==> config.mk <==
export PLATFORM = sky130hd
export DESIGN_NAME = rf_datapath_flat
export DESIGN_NICKNAME = d
export VERILOG_FILES = /design/src/rtl/rf_datapath_if.sv /design/src/rtl/rf_datapath.sv /design/src/flat_wrapper.sv
export SDC_FILE = /design/constraint.sdc
export NUM_CORES = 1
export LEC_CHECK = 0
export BUFFER_PORTS_ARGS = -buffer_cell sky130_fd_sc_hd__buf_2
export CORE_MARGIN = 2
export CORE_UTILIZATION = 50
export CTS_CLUSTER_SIZE = 25
export DETAILED_ROUTE_END_ITERATION = 10
export PLACE_DENSITY = 0.68
export SETUP_SLACK_MARGIN = 0.3
export SYNTH_ARGS = -nofsm -noshare
export SYNTH_HDL_FRONTEND = slang
export SYNTH_SLANG_ARGS = --single-unit
==> constraint.sdc <==
create_clock -name clk -period 3 [get_ports clk]
set_input_delay 0.15 -clock clk [delete_from_list [all_inputs] [get_ports clk]]
set_output_delay 0.15 -clock clk [all_outputs]
set_load 0.01 [all_outputs]
==> src/rtl/rf_datapath_if.sv <==
`default_nettype none
// ============================================================================
// Module      : rf_datapath_if
// Description : Control, status and output-stream bundle for rf_datapath.
//               The master side drives register-file controls and out_ready;
//               the slave side (the datapath) returns status and FIFO data.
// Revision    : 1.0 - initial release
// ============================================================================
interface rf_datapath_if #(
    parameter int DATA_W = 8
);
    logic              RFSrcMuxSel;
    logic [2:0]        r_addr_1;
    logic [2:0]        r_addr_2;
    logic [2:0]        wr_addr;
    logic              wr_en;
    logic              OutPortEn;
    logic              R1Le10;
    logic [DATA_W-1:0] out_data;
    logic              out_valid;
    logic              out_ready;
    logic              fifo_full;
    logic [7:0]        drop_cnt;

    modport master (
        output RFSrcMuxSel, r_addr_1, r_addr_2, wr_addr, wr_en, OutPortEn, out_ready,
        input  R1Le10, out_data, out_valid, fifo_full, drop_cnt
    );

    modport slave (
        input  RFSrcMuxSel, r_addr_1, r_addr_2, wr_addr, wr_en, OutPortEn, out_ready,
        output R1Le10, out_data, out_valid, fifo_full, drop_cnt
    );
endinterface
`default_nettype wire

==> src/rtl/rf_datapath.sv <==
`default_nettype none
// ============================================================================
// Module      : rf_datapath
// Description : 8-entry register file with adder write-back path, an
//               RF[1] <= LIMIT status flag and a registered output FIFO
//               that counts (saturating) pushes rejected while full.
// Revision    : 1.0 - initial release
// ============================================================================
module rf_datapath #(
    parameter int DATA_W     = 8,
    parameter int LIMIT      = 10,
    parameter int FIFO_DEPTH = 4
) (
    input  logic         clk,
    input  logic         rst,
    rf_datapath_if.slave bus
);
    localparam int                c_PTR_W = $clog2(FIFO_DEPTH);
    localparam int                c_CNT_W = $clog2(FIFO_DEPTH + 1);
    localparam logic [c_CNT_W-1:0] c_FULL  = c_CNT_W'(FIFO_DEPTH);
    localparam logic [DATA_W-1:0] c_LIMIT = DATA_W'(LIMIT);
    localparam logic [DATA_W-1:0] c_ONE   = DATA_W'(1);

    logic [DATA_W-1:0]  r_rf [0:7];
    logic [DATA_W-1:0]  r_mem [0:FIFO_DEPTH-1];
    logic [c_PTR_W-1:0] r_wr_ptr;
    logic [c_PTR_W-1:0] r_rd_ptr;
    logic [c_CNT_W-1:0] r_count;
    logic [7:0]         r_drop_cnt;

    logic [DATA_W-1:0]  w_rd1;
    logic [DATA_W-1:0]  w_rd2;
    logic [DATA_W-1:0]  w_sum;
    logic [DATA_W-1:0]  w_wdata;
    logic               w_full;
    logic               w_valid;
    logic               w_pop;
    logic               w_push;
    logic               w_drop;

    // Read ports, adder and write-data select; address 0 is hard-wired to zero.
    always_comb begin
        w_rd1   = (bus.r_addr_1 == 3'd0) ? '0 : r_rf[bus.r_addr_1];
        w_rd2   = (bus.r_addr_2 == 3'd0) ? '0 : r_rf[bus.r_addr_2];
        w_sum   = w_rd1 + w_rd2;
        w_wdata = bus.RFSrcMuxSel ? c_ONE : w_sum;
    end

    // FIFO handshake: a pop frees a slot, so a push into a full FIFO is
    // accepted in the same cycle as a pop and dropped otherwise.
    always_comb begin
        w_full  = (r_count == c_FULL);
        w_valid = (r_count != '0);
        w_pop   = w_valid && bus.out_ready;
        w_push  = bus.OutPortEn && (!w_full || w_pop);
        w_drop  = bus.OutPortEn && w_full && !w_pop;
    end

    // Register file; entry 0 is never written.
    always_ff @(posedge clk or posedge rst) begin
        if (rst) begin
            for (int i = 0; i < 8; i++) begin
                r_rf[i] <= '0;
            end
        end else if (bus.wr_en && (bus.wr_addr != 3'd0)) begin
            r_rf[bus.wr_addr] <= w_wdata;
        end
    end

    // FIFO storage; contents are meaningless until the count says otherwise.
    always_ff @(posedge clk) begin
        if (w_push) begin
            r_mem[r_wr_ptr] <= w_rd1;
        end
    end

    // FIFO pointers, occupancy and saturating drop counter.
    always_ff @(posedge clk or posedge rst) begin
        if (rst) begin
            r_wr_ptr   <= '0;
            r_rd_ptr   <= '0;
            r_count    <= '0;
            r_drop_cnt <= '0;
        end else begin
            if (w_push) begin
                r_wr_ptr <= r_wr_ptr + 1'b1;
            end
            if (w_pop) begin
                r_rd_ptr <= r_rd_ptr + 1'b1;
            end
            if (w_push && !w_pop) begin
                r_count <= r_count + 1'b1;
            end else if (w_pop && !w_push) begin
                r_count <= r_count - 1'b1;
            end
            if (w_drop && (r_drop_cnt != 8'hFF)) begin
                r_drop_cnt <= r_drop_cnt + 8'd1;
            end
        end
    end

    // Status and output-stream drive.
    always_comb begin
        bus.R1Le10    = (r_rf[1] <= c_LIMIT);
        bus.out_data  = r_mem[r_rd_ptr];
        bus.out_valid = w_valid;
        bus.fifo_full = w_full;
        bus.drop_cnt  = r_drop_cnt;
    end
endmodule
`default_nettype wire

==> src/flat_wrapper.sv <==
// flat-port wrapper written by rule: the top's interface ports become plain ports
module rf_datapath_flat 
#(
    parameter int DATA_W     = 8,
    parameter int LIMIT      = 10,
    parameter int FIFO_DEPTH = 4
)
  (clk, rst, bus_RFSrcMuxSel, bus_r_addr_1, bus_r_addr_2, bus_wr_addr, bus_wr_en, bus_OutPortEn, bus_out_ready, bus_R1Le10, bus_out_data, bus_out_valid, bus_fifo_full, bus_drop_cnt);
  rf_datapath_if #(.DATA_W(DATA_W)) bus_i ();
  input  logic clk;
  input  logic rst;
  input wire logic [$bits(bus_i.RFSrcMuxSel)-1:0] bus_RFSrcMuxSel;
  input wire logic [$bits(bus_i.r_addr_1)-1:0] bus_r_addr_1;
  input wire logic [$bits(bus_i.r_addr_2)-1:0] bus_r_addr_2;
  input wire logic [$bits(bus_i.wr_addr)-1:0] bus_wr_addr;
  input wire logic [$bits(bus_i.wr_en)-1:0] bus_wr_en;
  input wire logic [$bits(bus_i.OutPortEn)-1:0] bus_OutPortEn;
  input wire logic [$bits(bus_i.out_ready)-1:0] bus_out_ready;
  output wire logic [$bits(bus_i.R1Le10)-1:0] bus_R1Le10;
  output wire logic [$bits(bus_i.out_data)-1:0] bus_out_data;
  output wire logic [$bits(bus_i.out_valid)-1:0] bus_out_valid;
  output wire logic [$bits(bus_i.fifo_full)-1:0] bus_fifo_full;
  output wire logic [$bits(bus_i.drop_cnt)-1:0] bus_drop_cnt;
  assign bus_i.RFSrcMuxSel = bus_RFSrcMuxSel;
  assign bus_i.r_addr_1 = bus_r_addr_1;
  assign bus_i.r_addr_2 = bus_r_addr_2;
  assign bus_i.wr_addr = bus_wr_addr;
  assign bus_i.wr_en = bus_wr_en;
  assign bus_i.OutPortEn = bus_OutPortEn;
  assign bus_i.out_ready = bus_out_ready;
  assign bus_R1Le10 = bus_i.R1Le10;
  assign bus_out_data = bus_i.out_data;
  assign bus_out_valid = bus_i.out_valid;
  assign bus_fifo_full = bus_i.fifo_full;
  assign bus_drop_cnt = bus_i.drop_cnt;
  rf_datapath #(.DATA_W(DATA_W), .LIMIT(LIMIT), .FIFO_DEPTH(FIFO_DEPTH)) u_core (.clk(clk), .rst(rst), .bus(bus_i));
endmodule
==> results.sh <==
export IMPL_status="complete, no violations"
export IMPL_worstHoldPathType="input port to flip-flop"
export IMPL_grt_pass1_wl_um=21100
export IMPL_seqCellArea_um2=2910
export IMPL_report_final_slew_viol_count=0
export IMPL_postSynthCellCount=502
export IMPL_drive_gt1_share_pct=28.2
export IMPL_hpwl_um=8730
export IMPL_drt_wl_total_um=12900
export IMPL_ir_drop_v=0.000351
export IMPL_numCtsBuffers=9
export IMPL_fp_dieW_um=111
export IMPL_die_area_um2=12400
export IMPL_rsz0062_at_grt="yes"
export IMPL_path_clk_slew_ns=0.07
export IMPL_ioPinCount=34
export IMPL_dieHeight_um=111
export IMPL_cp_start_kind="flip-flop"
export IMPL_multi_input_area_um2=2690
export IMPL_ys_types=52
export IMPL_clk_latency_ns=0.35
export IMPL_grt_ovfl_total=0
export IMPL_fin_tns_setup_ns=0
export IMPL_drtIter0Drc=289
export IMPL_num_rows=39
export IMPL_worstMarginPinSlew_ns=0.940
export IMPL_place_area_um2=6130
export IMPL_final_nets=575
export IMPL_ys_ff_latch=110
export IMPL_synth_compound_area_share_pct=12.5
export IMPL_avgSynthCellArea_um2=11.4
export IMPL_syn_nets=532
export IMPL_skew_ns=0.00981
export IMPL_wl_per_cell_um=18.6
export IMPL_grt_pass1_vias=4125
export IMPL_whs_ns=0.102
export IMPL_ant_nets=0
export IMPL_start_util_pct=50.8
export IMPL_drc=0
export IMPL_layout_common_cells="dfrtp_1, nand2_1, o21ai_0, buf_4, buf_2"
export IMPL_grtUsageTotal_pct=21.5
export IMPL_synth_top_family_by_area="multiplexers"
export IMPL_synth_area_leaders="dfrtp_1, edfxtp_1, mux4_2"
export IMPL_n_antenna_cell=0
export IMPL_grt_max_degree=32
export IMPL_synth_mux_area_share_pct=13.0
export IMPL_ys_warn_count=0
export IMPL_port_buffers=33
export IMPL_routabilityCongestion=0.868
export IMPL_clockBufferDepth=2
export IMPL_layout_commonest_cell="dfrtp_1"
export IMPL_max_slew_margin_pct=37.0
export IMPL_synth_area_um2=5750
export IMPL_antenna_found_initial=0
export IMPL_drtPass1Iterations=5
export IMPL_finalHoldViolCount=0
export IMPL_async_flop_share_pct=70.9
export IMPL_cts_htree_levels=3
export IMPL_vias=4170
export IMPL_root_buffer="clkbuf_16"
export IMPL_synth_top_area_share_pct=34.0
export IMPL_cts_sinks=110
export IMPL_synth_fa_ha_area_share_pct=3.53
export IMPL_p_leak_uw=0.00284
export IMPL_synth_xor_xnor_area_share_pct=2.44
export IMPL_synthSimpleGateAreaFrac_pct=12.8
export IMPL_p_per_area_nw_per_um2=789
export IMPL_yosysTopAreaCell="dfrtp_1"
export IMPL_period_needed_ns=2.69
export IMPL_yosysSeqAreaShare_pct=50.7
export IMPL_maxCapViolations=0
export IMPL_stdcell_area_um2=6620
export IMPL_synth_edf_count=32
export IMPL_area_growth_pct=15.2
export IMPL_cts_tree="yes"
export IMPL_core_area_um2=11300
export IMPL_setup_viol=0
export IMPL_fillerInstances=908
export IMPL_cp_required_ns=3.25
export IMPL_cp_max_fo=7
export IMPL_viasPerCell=6.02
export IMPL_worstPathArrival_ns=2.94
export IMPL_crit_type="flip-flop to flip-flop"
export IMPL_fin_crit_sh_pct=89.7
export IMPL_fmax_mhz=371
export IMPL_crit_path_end_kind="flip-flop"
export IMPL_synthFlopType="dfrtp_1"
-- worst max-delay path, stage by stage, from the launching register on --
cell and delay [ns]:
dfrtp_1 0.40, mux4_2 0.49, nor2_2 0.13, a221oi_2 0.05, ha_2 0.20, fa_2 0.34, a21o_1 0.20, a21oi_2 0.20
nor2_2 0.07, or3_4 0.38, o21ai_1 0.13
-- routing by layer --
metal	vias to the layer above	track usage, %	routed length (µm)
met3	17	3.12	578
met4	0	7.24	220
li1	1927	-	-
met1	2095	30.8	5930
met2	131	34.1	6130
met5	-	0	0
-- stage by stage --
stage               util (%)  power [µW]  instances  setup WS [ns]
floorplan                  -        3420        502          0.311
global placement        54.1        3880        665          0.110
detailed placement      54.1        3950        665        0.00537
CTS                     57.2        5130        685          0.307
global route            58.5        5570        693          0.215
finish                  58.5        5230        693          0.308
-- cells by family after synthesis --
group	count (synthesis)
xor gates and xnor gates	16
adders and majority gates	15
muxes	42
buffers and inverters	57
DFF	110
AOI/OAI and AO/OA	112
and+or+nand+nor	150
-- final timing paths --
path,start,depth (start not counted),to,slack [ns]
worst min register to register,u_core.r_rf[61],0,u_core.r_rf[61],0.38
min in group asynchronous,rst,3,u_core.bus.drop_cnt[2],0.33
worst max register to register,u_core.r_rf[32],10,u_core.r_rf[4],0.31
max in group asynchronous,rst,4,u_core.r_rf[28],1.93
worst min-delay path,bus_out_ready,3,u_core.r_rd_ptr[0],0.10
worst max-delay path,u_core.r_rf[32],10,u_core.r_rf[4],0.31
-- state kept, by name, indices dropped and copies added (netlist names) --
name                 flops
u_core.r_wr_ptr          2
u_core.r_mem            32
u_core.bus.drop_cnt      8
u_core.r_rd_ptr          2
u_core.r_rf             63
u_core.r_count           3
-- cells in the mapped netlist (8+ instances only) --
master	count
inv_1	15
dfrtp_1	78
mux4_2	22
clkbuf_1	26
ha_1	13
mux2_2	10
nand4_1	10
nand3_1	12
o21ai_0	59
xnor2_1	9
nand2_1	68
a221oi_1	14
nor2b_1	8
a21oi_1	13
buf_4	8
nor2_1	22
edfxtp_1	32
-- final cells by class --
cell class | instances | area share, %
flip-flops and latches | 110 | 44.0
inverters | 15 | 0.869
well taps | 143 | 2.70
multi-input cells | 335 | 40.6
clock inverters | 5 | 0.605
repair buffers | 74 | 7.56
clock buffers | 11 | 3.67
-- power breakdown --
group	switching [µW]	total (µW)	internal [µW]
Sequential	341	2320	1980
Combinational	885	1770	889
Clock	541	1140	596
Total	1770	5230	3460
-- what timing repair did --
action | CTS | global route
setup buffers | 3 | 8
hold buffers | 1 | 0
pin swaps | 1 | 8
resized for setup | 8 | 35
endpoints found under the hold margin | 24 | 0
setup endpoints to repair | 21 | 29
(Power assumes the default switching activity.)
